===== config.mk =====
export PLATFORM = sky130hd
export DESIGN_NAME = mux_nto1_scan
export DESIGN_NICKNAME = d
export VERILOG_FILES = /design/src/rtl/mux_pkg.sv /design/src/rtl/mux_nto1_scan_channel_scanner.sv /design/src/rtl/mux_nto1_scan.sv
export SDC_FILE = /design/constraint.sdc
export NUM_CORES = 1
export LEC_CHECK = 0
export ABC_AREA = 1
export CAP_MARGIN = 15
export CORE_AREA = 2 2 55 57
export CTS_BUF_LIST = sky130_fd_sc_hd__clkbuf_4 sky130_fd_sc_hd__clkbuf_8 sky130_fd_sc_hd__clkbuf_16
export DETAILED_ROUTE_END_ITERATION = 16
export DIE_AREA = 0 0 57 59
export GPL_TIMING_DRIVEN = 0
export PLACE_DENSITY = 0.83
export SETUP_SLACK_MARGIN = 0.1
export SLEW_MARGIN = 30
export SYNTH_ARGS = -nofsm -noshare
export SYNTH_HDL_FRONTEND = slang
export SYNTH_SLANG_ARGS = --single-unit

===== constraint.sdc =====
create_clock -name clock -period 1.55 [get_ports clock]
set_clock_uncertainty 0.05 [all_clocks]
set_input_delay 0.31 -clock clock [delete_from_list [all_inputs] [get_ports clock]]
set_output_delay 0.31 -clock clock [all_outputs]
set_load 0.05 [all_outputs]

===== src/rtl/mux_pkg.sv =====
// Shared definitions for the N-to-1 scanning selector: mode encodings and the
// constant-width helper used to size channel indices and the dwell counter.
package mux_pkg;

    typedef enum logic {
        MODE_STATIC = 1'b0,
        MODE_SCAN   = 1'b1
    } mode_e;

    // Ceiling log2 for elaboration-time sizing; clog2(1) is 0.
    function automatic int clog2(input int value);
        int result;
        int rem;
        result = 32'sd0;
        rem    = value - 32'sd1;
        while (rem > 32'sd0) begin
            result = result + 32'sd1;
            rem    = rem >>> 1;
        end
        return result;
    endfunction

endpackage


===== src/rtl/mux_nto1_scan_channel_scanner.sv =====
// Channel pointer and dwell counter: host select loads, mode-change restart,
// and round-robin advance that skips channels whose valid is low.
module channel_scanner
    import mux_pkg::*;
#(
    parameter int  NUM_CH = 4,
    parameter int  DWELL  = 4,
    localparam int SEL_W  = clog2(NUM_CH)
) (
    input  logic             clock,
    input  logic             reset,
    input  logic             mode,
    input  logic [SEL_W-1:0] sel,
    input  logic             load_sel,
    input  logic [NUM_CH-1:0] in_valid,
    input  logic             accept,
    output logic [SEL_W-1:0] cur_ch
);

    localparam int               CNT_W    = clog2(DWELL) + 1;
    localparam logic [SEL_W:0]   NUM_CH_L = (SEL_W + 1)'(NUM_CH);
    localparam logic [SEL_W-1:0] LAST_CH  = SEL_W'(NUM_CH - 1);
    localparam logic [CNT_W-1:0] CNT_LAST = CNT_W'(DWELL - 1);

    logic [SEL_W-1:0] cur_ch_r;
    logic [CNT_W-1:0] cnt_r;
    logic             prev_mode_r;

    logic             sel_ok_s;
    logic             mode_changed_s;
    logic             leave_ch_s;
    logic [SEL_W-1:0] next_ch_s;

    // Decode the conditions that drive the pointer update.
    always_comb begin
        sel_ok_s       = ({1'b0, sel} < NUM_CH_L);
        mode_changed_s = (mode != prev_mode_r);
        leave_ch_s     = (cnt_r == CNT_LAST) || !in_valid[cur_ch_r];
        if (cur_ch_r == LAST_CH) begin
            next_ch_s = '0;
        end else begin
            next_ch_s = cur_ch_r + SEL_W'(1);
        end
    end

    // Pointer/counter update; earlier branches take priority.
    always_ff @(posedge clock) begin
        // prev_mode tracks mode through reset so leaving reset is not a mode change
        prev_mode_r <= mode;
        if (reset) begin
            cur_ch_r <= '0;
            cnt_r    <= '0;
        end else if (load_sel && sel_ok_s) begin
            cur_ch_r <= sel;
            cnt_r    <= '0;
        end else if (mode_changed_s) begin
            cnt_r    <= '0;
        end else if ((mode == MODE_SCAN) && accept) begin
            if (leave_ch_s) begin
                cur_ch_r <= next_ch_s;
                cnt_r    <= '0;
            end else begin
                cnt_r    <= cnt_r + CNT_W'(1);
            end
        end else if (mode == MODE_STATIC) begin
            cnt_r    <= '0;
        end else begin
            cnt_r    <= cnt_r;
        end
    end

    assign cur_ch = cur_ch_r;

endmodule


===== src/rtl/mux_nto1_scan.sv =====
// N-to-1 channel selector with static/scan modes feeding a registered
// valid/ready output stage.
module mux_nto1_scan
    import mux_pkg::*;
#(
    parameter int  NUM_CH = 4,
    parameter int  DATA_W = 8,
    parameter int  DWELL  = 4,
    localparam int SEL_W  = clog2(NUM_CH)
) (
    input  logic                     clock,
    input  logic                     reset,
    input  logic [NUM_CH*DATA_W-1:0] in_data,
    input  logic [NUM_CH-1:0]        in_valid,
    input  logic                     mode,
    input  logic [SEL_W-1:0]         sel,
    input  logic                     load_sel,
    output logic [DATA_W-1:0]        out_data,
    output logic                     out_valid,
    output logic [SEL_W-1:0]         out_ch,
    input  logic                     out_ready
);

    logic [DATA_W-1:0] ch_data_s [NUM_CH];
    logic [SEL_W-1:0]  cur_ch_s;
    logic              accept_s;
    logic [DATA_W-1:0] sel_data_s;
    logic              sel_valid_s;

    logic [DATA_W-1:0] out_data_r;
    logic              out_valid_r;
    logic [SEL_W-1:0]  out_ch_r;

    for (genvar i = 0; i < NUM_CH; i++) begin : g_slice
        assign ch_data_s[i] = in_data[i*DATA_W +: DATA_W];
    end

    channel_scanner #(
        .NUM_CH (NUM_CH),
        .DWELL  (DWELL)
    ) u_scanner (
        .clock    (clock),
        .reset    (reset),
        .mode     (mode),
        .sel      (sel),
        .load_sel (load_sel),
        .in_valid (in_valid),
        .accept   (accept_s),
        .cur_ch   (cur_ch_s)
    );

    // Handshake and slice selection for the current channel.
    always_comb begin
        accept_s    = !out_valid_r || out_ready;
        sel_data_s  = ch_data_s[cur_ch_s];
        sel_valid_s = in_valid[cur_ch_s];
    end

    // Output register: capture on accept, hold on stall.
    always_ff @(posedge clock) begin
        if (reset) begin
            out_data_r  <= '0;
            out_valid_r <= 1'b0;
            out_ch_r    <= '0;
        end else if (accept_s) begin
            out_data_r  <= sel_data_s;
            out_valid_r <= sel_valid_s;
            out_ch_r    <= cur_ch_s;
        end else begin
            out_data_r  <= out_data_r;
            out_valid_r <= out_valid_r;
            out_ch_r    <= out_ch_r;
        end
    end

    assign out_data  = out_data_r;
    assign out_valid = out_valid_r;
    assign out_ch    = out_ch_r;

endmodule


==> results.md <==
- I/O Buffers: 53
- Initial Util: 0.384
- Setup TNS: 0 ns
- Post-Syn Instances: between 100 and 150
- Clock Sinks: 17
- WP depth: 9
- Clock share of power: 0.196
- CP startpoint: out_ready
- GRT Residual Overflow: 0
- Synth area leaders: dfxtp_1 (33%), o21ai_0 (9.1%), nor2_1 (7.9%), inv_1 (6.5%), nand2_1 (6.5%)
- Routed len/inst: approximately 13 um
- # IOs: 54
- Global Route Usage Sum: 0.189
- Post-synthesis compound-gate area fraction: 0.280
- Fill count: around 260
- Cts hold-fix bufs: 0
- Latest clock arrival within the worst-skew pair: 0.29 ns
- Fin. Hold Viols: 0
- Multiplexer share of the synthesized area: 0
- DP Wirelength: approximately 2.2 mm
- Die H: about 59 um
- Top Usage Layer GRT: met2
- Design internal power: about 0.84 mW
- Fmax: between 700 and 800 MHz
- Post-synthesis sequential area ratio: 0.327
- Final WL: slightly below 3 mm
- Setup CP Type: in2reg
- Crit-path slowest cell: clkdlybuf4s50_1
- CP Max Fanout: 8
- Nets: about 250
- Clock-pin slew on the worst setup and hold paths: roughly 0.10 ns
- Outcome: complete, no violations
- Distinct cells, synth: 24
- Most common cell after layout, fill and taps aside: clkdlybuf4s50_1
- CP Data Arrival Time: around 1.5 ns
- Min-delay worst type: reg2reg
- Hold WS: 0.428 ns
- DRC viols: 0
- Post-CTS setup buffers: 0
- CP Capture Type: flip-flop
- Clock Path Buffers: 2
- Vias/cell: between 4 and 5
- Core Footprint: 0.00271 mm^2
- Met3 usage: 0.0197
- GR Util met2: 0.333
- CP most frequent cell: nand2_1
- Buf/Inv on CP: 2
- RSZ-0062 raised after global routing: yes
- Multi-input logic area: roughly 550 um^2
- Crit path time final: about 1.4 ns
- CTS root buffer: clkbuf_4
- Final core area utilization: 0.611
- Gpl congestion: ~0.81
- Sequential Area: between 300 and 400 um^2
- Layout cell share with drive strength beyond 1: 0.155
- # rows: 19
- Combinational power share: 0.418
- HP Start: u_scanner.cnt_r[2]
- Cell taking the most area after synthesis: dfxtp_1
- Ys Warns: 0
- Worst Reg-to-Reg Cells: 7
- Via count: 1179
- Initial antenna violation count: 0
- Syn Nets: between 150 and 200
- # Max-Cap Violations: 0
- Reg2reg start: u_scanner.cnt_r[0]
- Power Dens Cells: between 700 and 800 mW/mm^2
- Flop and latch count out of synthesis: 17
- Remaining antenna violation count: 0
- VDD IR max: roughly 0.51 mV
- Syn avg cell area: around 7.0 um^2
- Die ar.: ~0.0034 mm^2
- Post-synthesis xor/xnor area fraction: 0.00841
- Final setup fails: 0
- Post-cts gate resize count: 33
- Crit path largest cell delay: 0.39 ns
- Slew HR: 0.808
- H-tree depth: 1
- Post-Synth Adder-Cell Area: 0.0361
- Met1 Track Usage GR: 0.224
- Synth Cell Area: about 0.0010 mm^2
- Most frequent cells in the layout: clkdlybuf4s50_1 (42), nor2_1 (22), o21ai_0 (19)
- Antenna fix cells: 0
- Vias in the first global route: about 1200
- Sequential Power Share: 0.386
- Delay-heaviest family, CP: simple AND/OR/NAND/NOR gates
- Die Width: around 57 um
- Switching Fraction: 0.356
- CP startpoint kind: input pin
- Largest family of logic cells by synthesized area: compound AO/OA/AOI/OAI gates
- Largest net degree at the start of global routing: 11
- Worst path cell trace: clkdlybuf4s50_1 > or2_1 > buf_6 > nand2_1 > nor2_1 > nand2_1 > nand3_1 > nand2_1 > nor2_1
- Synth Area in Simple Gates: 0.204
- DR iter-0 viols: 33
- Area share of the largest cell type after synthesis: 0.327
- Crit path required time: approximately 1.7 ns
- Tightest Pin Transition: just under 0.3 ns
- P_leak: roughly 0.75 nW
- Period utilisation layout: 0.892
- Hold path cells: 2
- Drt pass-1 iters: 4
- First-pass GRT wire length: 4.95 mm
- CTS tree: yes
- Num CTS Buffers: 3
- Final slew viol count: 0
- Layout area overhead: 59.1%
- Net Sw Power: 0.464 mW
cells in the mapped netlist, drive strengths merged:
master and count:
nor2 23, nand3 5, clkbuf 1, a21oi 7, nand2 18, inv 20
or2 1, nor3 1, o21ai 27, buf 8, xor2 1, o22ai 8
dfxtp 17, o21bai 8, ha 3, o31ai 1
kinds of logic (layout without fill, tap and decap cells):
family,count (synthesis),in the layout
buffers and inverters,29,86
flip-flops,17,17
XOR/XNOR,1,1
adder cells (fa/ha/maj),3,3
AO/OA/AOI/OAI,51,51
AND/OR/NAND/NOR,48,48
layer usage:
metal	wire length, um	vias to the layer above
met1	1310	529
met3	180	5
met4	50	0
met5	0	-
li1	-	606
met2	1420	39
final timing paths:
kind         slack, ns             endpoint
min reg2reg       0.43   u_scanner.cnt_r[2]
min               0.43   u_scanner.cnt_r[2]
max               0.17  u_scanner.cur_ch[0]
max reg2reg       0.19   u_scanner.cnt_r[2]
state kept, by name (all words and copies together), names as in the netlist:
signal	cells
out_data	8
u_scanner.cnt_r	3
out_ch	2
u_scanner.cur_ch	2
out_valid	1
u_scanner.prev_mode_r	1
through the flow:
step	area (um^2)	total power [mW]	cells	worst slack, ns
3_3_place_gp	1610	1.06	233	-0.118
6_report	1660	1.30	237	0.168
5_1_grt	1660	1.39	237	0.0765
3_5_place_dp	1610	1.07	233	-0.140
2_1_floorplan	1040	0.840	149	0.156
4_1_cts	1660	1.32	237	0.156
layout make-up:
class                           instances  share of cell area
Inverter                               20              0.0453
Timing Repair Buffer                   53               0.329
Buffer                                  9              0.0461
Sequential cell                        17               0.206
Tap cell                               31              0.0234
Clock buffer                            4              0.0181
Multi-Input combinational cell        103               0.332
power by group through the flow:
stage | clock [mW] | sequential [mW] | combinational [mW]
6_report | 0.255 | 0.504 | 0.544
3_5_place_dp | 0 | 0.513 | 0.552
5_1_grt | 0.289 | 0.508 | 0.588
3_3_place_gp | 0 | 0.512 | 0.549
2_1_floorplan | 0 | 0.634 | 0.206
4_1_cts | 0.267 | 0.504 | 0.545
tightest hold or removal path, stage by stage, from the launching register on:
cell	delay (ns)
dfxtp_1	0.32
nand2_1	0.06
a21oi_1	0.06
(Power assumes the default switching activity.)
==> patch 1: new RTL, same flow settings <==
Make the reset (`reset`) asynchronous in one clocked block.
--- a/src/rtl/mux_nto1_scan.sv
+++ b/src/rtl/mux_nto1_scan.sv
@@ -57,7 +57,7 @@
     end
 
     // Output register: capture on accept, hold on stall.
-    always_ff @(posedge clock) begin
+    always_ff @(posedge clock or posedge reset) begin
         if (reset) begin
             out_data_r  <= '0;
             out_valid_r <= 1'b0;
Function: differs if reset is asserted again (counterexample within 4 cycles, from zero or initial values and one cycle with reset high); with reset held inactive, the same outputs for 10 cycles.
==> patch 1 against the unedited design <==
- largest cell class unchanged
- total power is 13% higher
- largest power group unchanged
- routed wire length decreased by 4.3%
- setup slack got worse by 17 ps
- global-route usage fell by 0.71 points
- first-iteration DRC count up 27%
- sequential cell count is the same
- synthesized area increased by 0.36%
- register-to-register slack better by 60 ps
- design area down 0.45%
- count of clock-buffer cells in the layout fell by 1
- highest routed layer unchanged
==> patch 1: results (changes against the unedited design) <==
[run_status]
run_status = finished clean

[drt]
wl_met2_mm = 1.30  ; -8.8%
drt_iter0_markers = 42  ; +27%
viasPerCell = 4.78  ; -3.8%
top_layer = met4
antenna_left = 0  ; unchanged
wl_met1_mm = 1.31  ; -0.46%
wl_met3_um = 188  ; +4.4%
first_pass_iters = 4  ; unchanged
wl_mm = 2.84  ; -4.3%

[cts]
htreeDepth = 1  ; unchanged
clk_pin_slew_ps = 100  ; about the same
cts_resized = 32  ; -3.0%

[cells_and_area]
nets = 252  ; -0.40%
fillCellCount = 269  ; +4.3%
num_antenna_cells = 0  ; unchanged
final_layout_size_suffix_gt1_share_pct = 14.1  ; -1.4 points

[worst_setup_path]
cp_top_family = buffers and inverters
regToRegEndpoint = out_data[7]
r2r_cells = 5  ; -2
cp-endpoint = out_data[7]
critPathSlowestCell = clkdlybuf4s15_2
cp-startpoint = out_data[7]
critPathArrivalTime_ps = 1040  ; -490 ps
cp_max_fo = 2  ; -6
crit_path_max_incr_delay_ps = 380
r2r_start = out_valid
rrSetupSlack_ps = 250  ; +60 ps

[pwr]
peakVddDrop_mv = 0.721  ; +42%
p_leak_nw = 0.728  ; -2.9%
p_switching_mw = 0.595  ; +28%

[synth]
synthFlopType = dfrtp_1
synth_seq_area_share_pct = 37.8  ; +5.2 points
ys_top_cells_by_count = nor2_1 (46), nand2_1 (19), o21ai_0 (19), inv_1 (12), dfrtp_1 (11)
ys_warn_count = 0  ; unchanged
synth_cell_types = 21  ; -13%
synth_compound_area_share_pct = 16.5  ; -11 points
synth.area.top_cells = dfrtp_1 (26%), nor2_1 (17%), dfxtp_1 (11%)
synthArstFlopShare_pct = 64.7  ; +65 points
synthXorXnorAreaFrac_pct = 0.838  ; -0.0030 points
synthAdderAreaFrac_pct = 3.59  ; -0.013 points
synth_nets = 194  ; -0.51%

[global_routing]
use_met1_pct = 22.9  ; +0.42 points
grt_pass1_wl_mm = 4.73  ; -4.5%
grt_pass1_vias = 1057  ; -12%
antenna_found_initial = 0  ; unchanged
grtUsageTotal_pct = 18.2  ; -0.71 points
use_met3_pct = 3.93  ; +2.0 points
grt_max_degree = 14  ; +3
use_met2_pct = 30.4  ; -3.0 points

[place]
dpl.hpwl_mm = 2.16  ; -2.5%
placed_cell_area_um2 = 1610  ; +0.16%
place.gp.congestion = 0.799  ; -1.6%

[worst_hold_path]
hold_class = in2async

[sta]
maxSlewViolCount = 0  ; unchanged
worst_pin_slew_ps = 512  ; +223 ps
hold_ws_ps = 341  ; -86.9 ps

-- patch 1: layout make-up --
cell class | instances | area (um2) | area share, %
clock inverter | 1 | 5.00 | 0.303
tap | 31 | 38.8 | 2.35
inverter | 12 | 45.0 | 2.73
sequential | 17 | 395 | 24.0
clock buffer | 3 | 22.5 | 1.37
multi-input combinational | 111 | 536 | 32.5
timing repair buffer | 53 | 538 | 32.6
buffer | 8 | 68.8 | 4.17
-- patch 1: power groups by stage --
| stage | clock, mW | sequential (mW) | combinational [mW] |
|---|---|---|---|
| after floorplan | 0 | 0.755 | 0.221 |
| after global routing | 0.273 | 0.546 | 0.741 |
| after detailed placement | 0 | 0.548 | 0.713 |
| after global placement | 0 | 0.546 | 0.706 |
| final | 0.245 | 0.539 | 0.689 |
| after CTS | 0.256 | 0.539 | 0.697 |
-- patch 1: metrics by stage --
step,setup WS (ps),instances
final,151,236
after global routing,107,236
after CTS,11.9,236
after detailed placement,-106,232
after global placement,-78.1,232
after floorplan,104,148
==> patch 2: new RTL, config.mk and constraints unchanged <==
Made on the original files. `DWELL` is set to 4 in 2 places; all go to 8.
--- a/src/rtl/mux_nto1_scan_channel_scanner.sv
+++ b/src/rtl/mux_nto1_scan_channel_scanner.sv
@@ -4,7 +4,7 @@
     import mux_pkg::*;
 #(
     parameter int  NUM_CH = 4,
-    parameter int  DWELL  = 4,
+    parameter int  DWELL  = 8,
     localparam int SEL_W  = clog2(NUM_CH)
 ) (
     input  logic             clock,
--- a/src/rtl/mux_nto1_scan.sv
+++ b/src/rtl/mux_nto1_scan.sv
@@ -5,7 +5,7 @@
 #(
     parameter int  NUM_CH = 4,
     parameter int  DATA_W = 8,
-    parameter int  DWELL  = 4,
+    parameter int  DWELL  = 8,
     localparam int SEL_W  = clog2(NUM_CH)
 ) (
     input  logic                     clock,
Function: changed (Yosys sat finds a counterexample within 10 cycles, from zero or initial values and one cycle with reset high).
==> patch 2 against the unedited design <==
- synthesized area is 7.6% higher
- sequential share of layout area is 0.20 points lower
- cell count rose by 3.4%
- routed wire length increased by 8.7%
- via count increased by 2.6%
- design area up 6.9%
- die area did not move
- sequential cell count increased by 1
- non-clock buffer count grew 2
- total power increased by 8.9%
- setup slack worse by 25 ps
- critical endpoint is now out_data[7]
- largest cell class unchanged
- largest power group unchanged
==> patch 2: results (changes against the unedited design) <==
[worst_setup_path]
cp-endpoint = out_data[7]
cp_max_fo = 2  ; -6
r2r_start = u_scanner.cur_ch[0]
rrSetupSlack_ps = 260  ; +70 ps
regToRegEndpoint = out_data[7]
critPathSlowestCell = clkdlybuf4s15_2
cp-startpoint = out_data[7]
cp_top_family = buffers and inverters

[drt]
wl_mm = 3.22  ; +8.7%
wl_met1_mm = 1.50  ; +14%
wl_met3_um = 129  ; -28%
drt_iter0_markers = 29  ; -12%
wl_met2_mm = 1.54  ; +7.9%
avgRoutedWirePerCell_um = 13.1  ; +5.1%
viasPerCell = 4.94  ; -0.72%

[synth]
syn_area_per_cell_um2 = 7.27  ; +4.1%
synth_cell_types = 28  ; +17%
synth_seq_area_share_pct = 32.2  ; -0.51 points
synth_nets = 199  ; +2.1%
ys_top_cells_by_count = nor2_1 (23), dfxtp_1 (18), o21ai_0 (18), inv_1 (15), nand2_1 (15)
synth.area.top_cells = dfxtp_1 (32%), o21ai_0 (8.0%), nor2_1 (7.7%)

[worst_hold_path]
min_to = u_scanner.cnt_r[3]
min_from = u_scanner.cnt_r[3]

[global_routing]
use_met2_pct = 38.8  ; +5.4 points
grt_pass1_vias = 1248  ; +3.7%
use_met1_pct = 23.8  ; +1.4 points
use_met3_pct = 4.80  ; +2.8 points

[pwr]
p_seq_share_pct = 37.3  ; -1.3 points
peakVddDrop_mv = 0.682  ; +34%
p_comb_share_pct = 41.1  ; -0.7 points
p_leak_nw = 0.774  ; +3.2%
p_per_area_nw_per_um2 = 802  ; +1.9%

[cells_and_area]
regArea_um2 = 362  ; +5.9%
nets = 260  ; +2.8%
final_layout_size_suffix_gt1_share_pct = 20.1  ; +4.6 points
fillCellCount = 244  ; -5.4%

[place]
portBuffers = 53  ; unchanged
place_inst = 238  ; +2.1%
dpl.hpwl_mm = 2.41  ; +8.9%

[run_status]
run_status = finished clean

[cts]
worstSkewPairLatency_ps = 310  ; +20 ps

==> patch 2: stage by stage <==
step	util (%)	setup WS (ps)	instance area, um2	hold WS, ps
after floorplan	-	156	1120	288
after global placement	62.4	-193	1690	420
after detailed placement	62.4	-225	1690	428
after CTS	64.2	101	1740	444
after global routing	65.3	104	1770	481
final	65.3	142	1770	441
==> patch 2: area by class of cell <==
cell class              instances  share of cell area (%)
plain buffers                   8                    4.17
repair buffers                 56                    31.9
multi-input cells             110                    35.3
flip-flops and latches         18                    20.4
well taps                      31                    2.19
clock buffers                   4                    2.05
inverters                      18                    3.96
==> patch 2: logic make-up after synthesis <==
logic type      synth area share, %
compound gates                 27.3
simple gates                   24.2
buf+inv                        12.5
flops                          32.2
xor+xnor                       1.56
fa+ha+maj                      2.23
==> patch 2: repair_timing <==
action	CTS	global route
buffers inserted	0	3
resized for setup	33	3
endpoints found under the setup margin	11	11
pin swaps	0	1
